### src/rtl/fetch_pkg.sv
// Shared definitions for the instruction fetch sequencer: state encoding and
// default address/instruction widths.
package fetch_pkg;

  localparam int ADDR_W_DEF  = 8;
  localparam int INSTR_W_DEF = 16;

  typedef enum logic [1:0] {
    IDLE  = 2'd0,
    FETCH = 2'd1,
    DRAIN = 2'd2,
    VALID = 2'd3
  } state_e;

endpackage

### src/rtl/fetch_unit.sv
// Instruction fetch sequencer: steers the external PC (hold/advance/load),
// fetches one word per PC value over req/ack and presents it via valid/ready.
module fetch_unit
  import fetch_pkg::*;
#(
  parameter int ADDR_W  = ADDR_W_DEF,
  parameter int INSTR_W = INSTR_W_DEF
) (
  input  logic               clk,
  input  logic               reset_n,
  input  logic               run,
  input  logic [ADDR_W-1:0]  pc_in,
  output logic               pc_load,
  output logic               pc_up,
  output logic [ADDR_W-1:0]  pc_data,
  output logic               mem_req,
  output logic [ADDR_W-1:0]  mem_addr,
  input  logic               mem_ack,
  input  logic [INSTR_W-1:0] mem_rdata,
  output logic               ir_valid,
  input  logic               ir_ready,
  output logic [INSTR_W-1:0] ir_data,
  output logic [ADDR_W-1:0]  ir_addr,
  input  logic               br_valid,
  input  logic [ADDR_W-1:0]  br_target
);

  state_e               r_state;
  state_e               w_state_nxt;
  logic [ADDR_W-1:0]    r_addr_q;
  logic                 r_ir_valid;
  logic                 w_ir_valid_nxt;
  logic [INSTR_W-1:0]   r_ir_data;
  logic [ADDR_W-1:0]    r_ir_addr;
  logic                 w_capture;
  logic                 w_advance;

  // Next-state and capture decisions; a branch wins over every other event.
  always_comb begin
    w_state_nxt    = r_state;
    w_ir_valid_nxt = r_ir_valid;
    w_capture      = 1'b0;
    w_advance      = 1'b0;
    case (r_state)
      IDLE: begin
        if (br_valid) begin
          w_state_nxt = IDLE;
        end else if (run) begin
          w_state_nxt = FETCH;
        end else begin
          w_state_nxt = IDLE;
        end
      end
      FETCH: begin
        if (br_valid) begin
          // With the ack already here there is nothing left to drain.
          w_state_nxt = mem_ack ? FETCH : DRAIN;
        end else if (mem_ack) begin
          w_capture      = 1'b1;
          w_advance      = 1'b1;
          w_ir_valid_nxt = 1'b1;
          w_state_nxt    = VALID;
        end else begin
          w_state_nxt = FETCH;
        end
      end
      DRAIN: begin
        // The stale request must still complete before a new one is raised.
        if (mem_ack) begin
          w_state_nxt = run ? FETCH : IDLE;
        end else begin
          w_state_nxt = DRAIN;
        end
      end
      VALID: begin
        if (br_valid || ir_ready) begin
          w_ir_valid_nxt = 1'b0;
          w_state_nxt    = run ? FETCH : IDLE;
        end else begin
          w_state_nxt = VALID;
        end
      end
      default: begin
        w_ir_valid_nxt = 1'b0;
        w_state_nxt    = IDLE;
      end
    endcase
  end

  // PC steering; the PC has no enable, so hold reloads its own value.
  always_comb begin
    pc_load = 1'b1;
    pc_up   = 1'b1;
    pc_data = pc_in;
    if (br_valid) begin
      pc_data = br_target;
    end else if (w_advance) begin
      pc_load = 1'b0;
    end else begin
      pc_data = pc_in;
    end
  end

  // Memory request decode from the registered state.
  always_comb begin
    mem_req  = (r_state == FETCH) || (r_state == DRAIN);
    mem_addr = (r_state == FETCH) ? pc_in : r_addr_q;
  end

  // State, outstanding-address and instruction register.
  always_ff @(posedge clk or negedge reset_n) begin
    if (!reset_n) begin
      r_state    <= IDLE;
      r_addr_q   <= '0;
      r_ir_valid <= 1'b0;
      r_ir_data  <= '0;
      r_ir_addr  <= '0;
    end else begin
      r_state    <= w_state_nxt;
      r_ir_valid <= w_ir_valid_nxt;
      if (r_state == FETCH) begin
        r_addr_q <= pc_in;
      end
      if (w_capture) begin
        r_ir_data <= mem_rdata;
        r_ir_addr <= pc_in;
      end
    end
  end

  assign ir_valid = r_ir_valid;
  assign ir_data  = r_ir_data;
  assign ir_addr  = r_ir_addr;

endmodule

### config.mk
export PLATFORM = sky130hd
export DESIGN_NAME = fetch_unit
export DESIGN_NICKNAME = d
export VERILOG_FILES = /design/src/rtl/fetch_pkg.sv /design/src/rtl/fetch_unit.sv
export SDC_FILE = /design/constraint.sdc
export NUM_CORES = 1
export LEC_CHECK = 0
export CORE_MARGIN = 3
export CORE_UTILIZATION = 35
export CTS_BUF_LIST = sky130_fd_sc_hd__clkbuf_16
export DETAILED_ROUTE_END_ITERATION = 10
export PLACE_DENSITY = 0.71
export SLEW_MARGIN = 30
export SYNTH_ARGS = -nofsm -noshare
export SYNTH_HDL_FRONTEND = slang
export SYNTH_SLANG_ARGS = --single-unit
export TNS_END_PERCENT = 100
### constraint.sdc
create_clock -name clk -period 2.2 [get_ports clk]
set_input_delay 0.44 -clock clk [delete_from_list [all_inputs] [get_ports clk]]
set_output_delay 0.44 -clock clk [all_outputs]
set_load 0.005 [all_outputs]
==> results of run 1 <==
-- what timing repair did --
action	4_1_cts	5_1_grt
gates resized for setup	7	8
setup buffers	2	0
setup endpoints to repair	17	3
gates cloned	0	0
-- worst register-to-register path: cells and delay by family, from the launching register on --
kind	cells	cell delay, ns
AOI/OAI and AO/OA	2	0.63
adders and majority gates	1	0.19
buffers and inverters	2	0.28
DFF	1	0.41
and+or+nand+nor	1	0.14
-- cells in the final DEF (no fill, tap or decap), types with 2 or more instances in the layout --
cell type        instances
dfrtp_1                 35
inv_1                    7
buf_6                    2
ha_1                     5
nand3_1                  2
mux2_4                  20
clkdlybuf4s50_1         70
buf_4                   10
dlygate4sd2_1            7
a21oi_1                  2
dlymetal6s2s_1           3
mux2_2                  20
buf_12                   2
clkbuf_16                5
-- metrics by stage --
step           hold slack (ns)  setup TNS (ns)  cell area (um^2)  utilization  instances
2_1_floorplan            0.144               0              1640            -        109
3_3_place_gp             0.480           -1.60              2580        0.581        248
3_5_place_dp             0.489           -1.61              2580        0.581        248
4_1_cts                  0.498          -0.254              2760        0.620        258
5_1_grt                  0.513               0              2780        0.626        258
6_report                 0.492               0              2780        0.626        258
-- per-layer routing --
metal  GRT usage  up-vias
met1       0.176      596
met3      0.0405        4
met2       0.302       48
met5           0        -
li1            -      573
met4      0.0652        0
-- how the worst max path moves through the flow --
stage | from | end | slack, ns | cells past startpoint
3_3_place_gp | br_valid | pc_data[0] | -0.18 | 4
6_report | br_valid | pc_data[5] | 0.06 | 4
5_1_grt | br_valid | pc_data[4] | 0.04 | 4
2_1_floorplan | r_state[1] | mem_addr[1] | 0.52 | 4
4_1_cts | r_state[1] | mem_addr[4] | -0.09 | 5
3_5_place_dp | br_valid | pc_data[4] | -0.20 | 4
-- power breakdown --
| group | switching (uW) | internal, uW |
|---|---|---|
| Sequential | 150 | 947 |
| Clock | 259 | 533 |
| Combinational | 375 | 938 |
-- sequential cells by signal (all words and copies together), names as in the netlist --
| signal | flops |
|---|---|
| ir_valid | 1 |
| r_state | 2 |
| r_addr_q | 8 |
| ir_addr | 8 |
| ir_data | 16 |
-- final cells by class --
class	count	share of cell area
tap	52	0.0234
clock buffer	5	0.0450
sequential	35	0.315
inverter	8	0.0108
timing repair buffer	94	0.337
multi-input combinational	61	0.254
clock inverter	3	0.0157
-- logic make-up (layout without fill, tap and decap cells) --
logic type,count (synthesis),after routing,share of synthesized area
compound gates,8,8,0.0344
fa+ha+maj,6,6,0.0458
buf+inv,13,110,0.0427
flops,35,35,0.534
mux,40,40,0.321
other cells,1,1,0.00229
simple gates,6,6,0.0199
==> flow_metrics.env, run 1 <==
export IMPL_fin_crit_sh=0.972
export IMPL_n_antenna_cell=0
export IMPL_ys_seq_area_frac=0.534
export IMPL_cap_violations=0
export IMPL_slowest_delay_ns=0.45
export IMPL_setup_viol=0
export IMPL_num_rows=24
export IMPL_fmax_ghz=0.468
export IMPL_yosysMostFrequentCell="dfrtp_1"
export IMPL_dr_pass1_iters=4
export IMPL_wl_met3_um=272
export IMPL_fin_crit_ns=2.14
export IMPL_wl_per_cell_um=16.6
export IMPL_cp_end_kind="primary output"
export IMPL_hp_class="flip-flop to flip-flop"
export IMPL_async_reset_ff_frac=1.00
export IMPL_yosys_area_top_type="dfrtp_1"
export IMPL_slowest_stage="clkdlybuf4s50_1"
export IMPL_pwr_density_cell_mw_per_mm2=1150
export IMPL_rrSetupSlack_ns=0.42
export IMPL_worstPathCellList="dlygate4sd2_1 -> buf_12 -> mux2_2 -> clkdlybuf4s50_1"
export IMPL_cp_arrival_ns=1.70
export IMPL_clock_sinks=35
export IMPL_grt_pass1_vias=1340
export IMPL_wl_um=4280
export IMPL_critPathKind="primary input to primary output"
export IMPL_worstSkewPairLatency_ns=0.27
export IMPL_synth_edf_count=0
export IMPL_dieHeight_um=74.4
export IMPL_timing_rr_end="r_state[0]"
export IMPL_clk_pin_slew_worst_paths_ns=0.05
export IMPL_ant_nets=0
export IMPL_syn_area_mm2=0.00164
export IMPL_drtIter0Drc=17
export IMPL_syn2layout_area_growth_pct=69.8
export IMPL_finalMaxSlewViolations=0
export IMPL_dp_hpwl_um=3310
export IMPL_grt_pass1_wl_um=6720
export IMPL_yosysUniqueCellTypes=21
export IMPL_initial_utilization=0.369
export IMPL_die_area_mm2=0.00554
export IMPL_min_from="r_addr_q[0]"
export IMPL_status="finished, final reports clean"
export IMPL_cts_made_buffers=5
export IMPL_synth_top_area_frac=0.534
export IMPL_synthCells=109
export IMPL_finalHoldViolCount=0
export IMPL_grt_max_degree=36
export IMPL_vdd_drop_max_mv=0.620
export IMPL_seqCellArea_um2=876
export IMPL_whs_path_depth=1
export IMPL_syn_nets=153
export IMPL_fp_dieW_um=74.4
export IMPL_grt_antenna_before_repair=0
export IMPL_holdPathEnd="r_addr_q[0]"
export IMPL_maxSlewHeadroom=0.619
export IMPL_grt_overflow=0
export IMPL_setup_ws_ns=0.0623
export IMPL_postCtsHoldBufs=0
export IMPL_yosys_warnings=0
export IMPL_io_pins=82
export IMPL_synth_area_per_cell_um2=15.0
export IMPL_cts_tree="yes"
export IMPL_clk_path_buf_depth=2
export IMPL_grt_usage=0.163
export IMPL_drt_drc_violations_left=0
export IMPL_ys_seq_elements=35
export IMPL_design_power_total_uw=3200
export IMPL_finalClockSkew_ns=0.00185
export IMPL_critPathBufInv=3
export IMPL_dr_wl_met2_um=2380
export IMPL_p_leak_uw=0.00130
export IMPL_via_per_inst=4.73
export IMPL_synth_area_top_cells="dfrtp_1 (53%), mux2_4 (18%), mux2_2 (14%)"
export IMPL_tightest_slew_ns=0.557
export IMPL_worstSetupStartpointType="primary input"
export IMPL_multi_input_area_um2=706
export IMPL_gp_congestion=0.731
export IMPL_synth_common_cells="dfrtp_1 (35), mux2_2 (20), mux2_4 (20)"
export IMPL_top_layer_used="met4"
export IMPL_drive_gt1_frac=0.316
export IMPL_vias=1221
export IMPL_cp_required_ns=1.76
export IMPL_critPathMaxFanout=8
export IMPL_htree_num_levels=2
export IMPL_final_nets=249
export IMPL_reg2reg_depth=6
export IMPL_coreArea_mm2=0.00444
export IMPL_fill_cells=350
export IMPL_cts_root_buf="clkbuf_16"
export IMPL_grt_setup_unrepaired="false"
export IMPL_portBuffers=80
export IMPL_r2r_start="r_state[0]"
export IMPL_drt_met1_wl_um=1570
export IMPL_critical_path_top_delay_family="buffers and inverters"
export IMPL_pre_cts_slack_ns=-0.200
export IMPL_ys_flop_type="dfrtp_1"
(Power assumes the default switching activity.)
==> run 2: changes to the inputs <==
DONT_BUFFER_PORTS = 1   (was default)
PLACE_DENSITY = 0.49   (was 0.71)
==> flow_metrics.env, run 2 (synthesis gave the netlist of run 1 again) <==
export IMPL_status="finished, violations left"
export IMPL_violations="hold timing"
export IMPL_fill_cells=413
export IMPL_timing_rr_end="ir_data[12]"
export IMPL_cp_required_ns=1.76
export IMPL_r2r_start="r_state[1]"
export IMPL_wl_met3_um=324
export IMPL_drt_drc_violations_left=0
export IMPL_pwr_share_seq=0.489
export IMPL_via_per_inst=5.22
export IMPL_cts_made_buffers=5
export IMPL_clk_pin_slew_worst_paths_ns=0.05
export IMPL_syn2layout_area_growth_pct=12.5
export IMPL_finalHoldViolCount=4
export IMPL_vdd_drop_max_mv=0.378
export IMPL_multi_input_area_um2=696
export IMPL_layout_commonest_cell="dfrtp_1"
export IMPL_stdcell_count=166
export IMPL_io_pins=82
export IMPL_dp_hpwl_um=2310
export IMPL_p_comb_frac=0.240
export IMPL_num_rows=24
export IMPL_critPathKind="flip-flop to primary output"
export IMPL_dieHeight_um=74.4
export IMPL_pwr_density_cell_mw_per_mm2=1280
export IMPL_top_layer_used="met4"
export IMPL_design_area_mm2=0.00184
export IMPL_finalClockSkew_ns=0.00254
export IMPL_n_antenna_cell=0
export IMPL_rrSetupSlack_ns=0.59
export IMPL_critPathMaxFanout=14
export IMPL_wl_per_cell_um=19.4
export IMPL_dr_wl_met2_um=1620
export IMPL_portBuffers=0
export IMPL_grt_overflow=0
export IMPL_cts_setup_buffers=0
export IMPL_grt_setup_unrepaired="false"
export IMPL_final_nets=157
export IMPL_final_cell_mix="dfrtp_1 (35), mux2_2 (20), mux2_4 (20)"
export IMPL_cap_violations=0
export IMPL_dp_cells=157
export IMPL_fmax_ghz=0.503
export IMPL_wl_um=3230
export IMPL_p_int_uw=1730
export IMPL_grt_usage=0.118
export IMPL_drive_gt1_frac=0.439
export IMPL_initial_utilization=0.369
export IMPL_p_sw_uw=621
export IMPL_place_area_mm2=0.00168
export IMPL_worstSetupStartpointType="flip-flop"
export IMPL_fin_tns_setup_ns=0
export IMPL_finalMaxSlewViolations=0
export IMPL_cts_tree="yes"
export IMPL_coreArea_mm2=0.00444
export IMPL_clock_sinks=35
export IMPL_die_area_mm2=0.00554
export IMPL_drtIter0Drc=40
export IMPL_hp_class="primary input to asynchronous set/reset pin"
export IMPL_cts_root_buf="clkbuf_16"
export IMPL_vias=866
export IMPL_grt_pass1_vias=913
export IMPL_ant_nets=0
export IMPL_seqCellArea_um2=876
export IMPL_cp_end_kind="primary output"
export IMPL_cp_arrival_ns=1.55
export IMPL_reg2reg_depth=5
export IMPL_grt_max_degree=36
export IMPL_clk_path_buf_depth=2
export IMPL_drt_met1_wl_um=1270
export IMPL_grt_antenna_before_repair=0
export IMPL_p_leak_uw=0.000886
export IMPL_fin_crit_sh=0.904
export IMPL_dr_pass1_iters=2
export IMPL_largest_register_ffs=16
export IMPL_power_switching_share=0.264
export IMPL_worst_hold_slack_ns=-0.00381
export IMPL_htree_num_levels=2
export IMPL_fp_dieW_um=74.4
export IMPL_gp_congestion=0.676
export IMPL_grt_pass1_wl_um=4760
export IMPL_worstSkewPairLatency_ns=0.27
export IMPL_fin_crit_ns=1.99
export IMPL_setup_viol=0
export IMPL_clkPwrFrac=0.271
==> run 2: cell types whose count changed in the layout (fill, tap and decap cells not counted), sizes merged <==
cell,change
buf,-12
bufinv,-1
clkdlybuf4s50,-70
clkinv,-1
dlygate4sd2,-7
dlymetal6s2s,-3
inv,+2
==> run 2: worst max path at each step <==
stage / endpoint / slack [ns] / startpoint
4_1_cts: mem_addr[3] / 0.006 / r_state[1]
3_5_place_dp: mem_addr[3] / 0.30 / r_state[1]
2_1_floorplan: mem_addr[1] / 0.52 / r_state[1]
6_report: mem_addr[3] / 0.21 / r_state[1]
5_1_grt: mem_addr[3] / 0.11 / r_state[1]
3_3_place_gp: mem_addr[0] / 0.33 / r_state[1]
==> run 2: power by group through the flow <==
stage / registers [uW] / clock network [uW] / logic, uW
2_1_floorplan: 1100 / 0 / 498
3_3_place_gp: 1160 / 0 / 537
3_5_place_dp: 1170 / 0 / 554
4_1_cts: 1160 / 663 / 576
5_1_grt: 1190 / 706 / 615
6_report: 1150 / 638 / 565
==> run 2: critical path, stage by stage (launching register included) <==
cell,delay [ns]
dfrtp_1,0.40
inv_1,0.09
ha_2,0.38
mux2_2,0.41
==> run 2: what timing repair did <==
item / CTS / global route
hold buffers: 1 / 0
gates resized for setup: 0 / 1
endpoints found under the hold margin: 35 / 0
endpoints found under the setup margin: 0 / 8
==> run 2: per-layer routing <==
metal / up-vias / GRT usage
met2: 47 / 0.182
met1: 434 / 0.142
met4: 0 / 0.0415
li1: 383 / -
met5: - / 0
met3: 2 / 0.0581
==> run 2: area by class of cell <==
type	count	share of cell area
clock buffer	5	0.0678
clock inverter	3	0.00678
inverter	8	0.0163
multi-input combinational	61	0.377
sequential	35	0.475
tap	52	0.0353
timing repair buffer	2	0.0217
==> run 2: stage by stage <==
step,hold slack (ns),total power (uW),setup WS (ns),utilization
6_report,-0.00381,2360,0.212,0.415
5_1_grt,0.00399,2510,0.110,0.415
4_1_cts,0.00157,2400,0.00589,0.414
3_5_place_dp,0.145,1720,0.300,0.379
3_3_place_gp,0.145,1700,0.330,0.379
2_1_floorplan,0.144,1600,0.515,-
==> run 3: changes to the inputs <==
CTS_BUF_LIST = default   (was sky130_fd_sc_hd__clkbuf_16)
==> flow_metrics.env, run 3 (synthesis gave the netlist of run 1 again) <==
export IMPL_status="finished, final reports clean"
export IMPL_setup_viol=0
export IMPL_fin_crit_ns=2.00
export IMPL_busiest_layer="met2"
export IMPL_syn2layout_area_growth_pct=9.69
export IMPL_cts_tree="yes"
export IMPL_min_from="br_valid"
export IMPL_startpoint="r_state[1]"
export IMPL_clock_sinks=35
export IMPL_critPathBufInv=1
export IMPL_stdcell_count=167
export IMPL_hp_class="primary input to flip-flop"
export IMPL_cap_violations=0
export IMPL_fin_tns_setup_ns=0
export IMPL_finalClockSkew_ns=0.00313
export IMPL_use_met2=0.190
export IMPL_drt_drc_violations_left=0
export IMPL_cts_made_buffers=5
export IMPL_use_met1=0.140
export IMPL_fp_dieW_um=74.4
export IMPL_pwr_share_seq=0.535
export IMPL_num_rows=24
export IMPL_die_area_mm2=0.00554
export IMPL_clk_path_buf_depth=2
export IMPL_grt_pass1_wl_um=4840
export IMPL_clkPwrFrac=0.201
export IMPL_slowest_stage="mux2_2"
export IMPL_critPathKind="flip-flop to primary output"
export IMPL_largest_register_ffs=16
export IMPL_worstSetupStartpointType="flip-flop"
export IMPL_holdPathEnd="ir_valid"
export IMPL_worstSkewPairLatency_ns=0.28
export IMPL_grt_antenna_before_repair=0
export IMPL_cp_end_kind="primary output"
export IMPL_n_antenna_cell=0
export IMPL_fill_cells=418
export IMPL_drtIter0Drc=28
export IMPL_final_cell_mix="dfrtp_1 (35), mux2_2 (20), mux2_4 (20)"
export IMPL_grt_pass1_vias=925
export IMPL_vias=870
export IMPL_vdd_drop_max_mv=0.330
export IMPL_critical_path_top_delay_family="multiplexers"
export IMPL_dp_hpwl_um=2310
export IMPL_via_per_inst=5.21
export IMPL_coreArea_mm2=0.00444
export IMPL_layout_commonest_cell="dfrtp_1"
export IMPL_r2r_start="r_state[1]"
export IMPL_final_nets=158
export IMPL_cp_arrival_ns=1.56
export IMPL_wl_um=3250
export IMPL_p_sw_uw=602
export IMPL_pwr_density_cell_mw_per_mm2=1200
export IMPL_dr_pass1_iters=2
export IMPL_grt_max_degree=36
export IMPL_whs_path_depth=1
export IMPL_cts_setup_buffers=0
export IMPL_grt_setup_unrepaired="false"
export IMPL_dp_cells=157
export IMPL_drive_gt1_frac=0.435
export IMPL_worstPathCellList="inv_1 -> ha_2 -> mux2_2"
export IMPL_finalMaxSlewViolations=0
export IMPL_p_leak_uw=0.000857
export IMPL_grt_usage=0.120
export IMPL_portBuffers=0
export IMPL_io_pins=82
export IMPL_fin_crit_sh=0.910
export IMPL_finalHoldViolCount=0
export IMPL_p_int_uw=1550
export IMPL_slowest_delay_ns=0.41
export IMPL_dieHeight_um=74.4
export IMPL_fmax_ghz=0.500
export IMPL_wl_per_cell_um=19.4
export IMPL_ant_nets=0
export IMPL_gp_congestion=0.676
export IMPL_power_switching_share=0.280
export IMPL_rrSetupSlack_ns=0.59
export IMPL_cts_root_buf="clkbuf_8"
export IMPL_grt_overflow=0
export IMPL_grt_use_met3=0.0581
export IMPL_place_area_mm2=0.00168
export IMPL_clk_pin_slew_worst_paths_ns=0.07
export IMPL_reg2reg_depth=5
export IMPL_critPathMaxFanout=14
export IMPL_design_area_mm2=0.00180
export IMPL_initial_utilization=0.369
export IMPL_p_comb_frac=0.264
export IMPL_cp_required_ns=1.76
export IMPL_htree_num_levels=2
export IMPL_timing_rr_end="ir_data[12]"
==> run 3: cell count changes in the layout (fill, tap and decap cells not counted) <==
cell,change
clkbuf_16,-5
dlygate4sd3_1,+1
inv_1,-2
clkbuf_8,+5
clkbuf_1,+2
==> run 3: repair_timing <==
item | in CTS | in global routing
hold endpoints to repair | 35 | 0
hold buffers | 2 | 0
resized for setup | 1 | 0
setup endpoints to repair | 7 | 0
==> run 3: metrics by stage <==
step | hold WS (ns) | setup slack [ns] | total power (uW) | util
global route | 0.244 | 0.0866 | 2310 | 0.405
global placement | 0.145 | 0.330 | 1700 | 0.379
detailed placement | 0.145 | 0.300 | 1720 | 0.379
CTS | 0.252 | 0.178 | 2190 | 0.405
floorplan | 0.144 | 0.515 | 1600 | -
finish | 0.263 | 0.199 | 2150 | 0.405
==> run 3: layout make-up <==
class,count,area (um^2),area share
inverter,8,30.0,0.0167
multi-input combinational,61,696,0.387
clock inverter,1,5.00,0.00278
clock buffer,7,76.3,0.0424
tap,52,65.1,0.0362
timing repair buffer,3,50.0,0.0278
sequential,35,876,0.487
==> run 3: worst max path at each step <==
stage	slack (ns)	depth (start not counted)	endpoint
detailed placement	0.30	3	mem_addr[3]
finish	0.20	3	mem_addr[3]
CTS	0.18	3	mem_addr[3]
floorplan	0.52	4	mem_addr[1]
global route	0.09	3	mem_addr[3]
global placement	0.33	3	mem_addr[0]
==> run 3: power groups by stage <==
stage                     combinational [uW]  sequential, uW  clock, uW
after floorplan                          498            1100          0
after global placement                   537            1160          0
after detailed placement                 554            1170          0
after CTS                                579            1160        453
after global routing                     617            1190        500
final                                    567            1150        432
==> run 3: metal layers <==
| layer | routed length (um) | vias up |
|---|---|---|
| met4 | 44 | 0 |
| met2 | 1610 | 46 |
| met1 | 1250 | 433 |
| met5 | 0 | - |
| met3 | 337 | 6 |
| li1 | - | 385 |
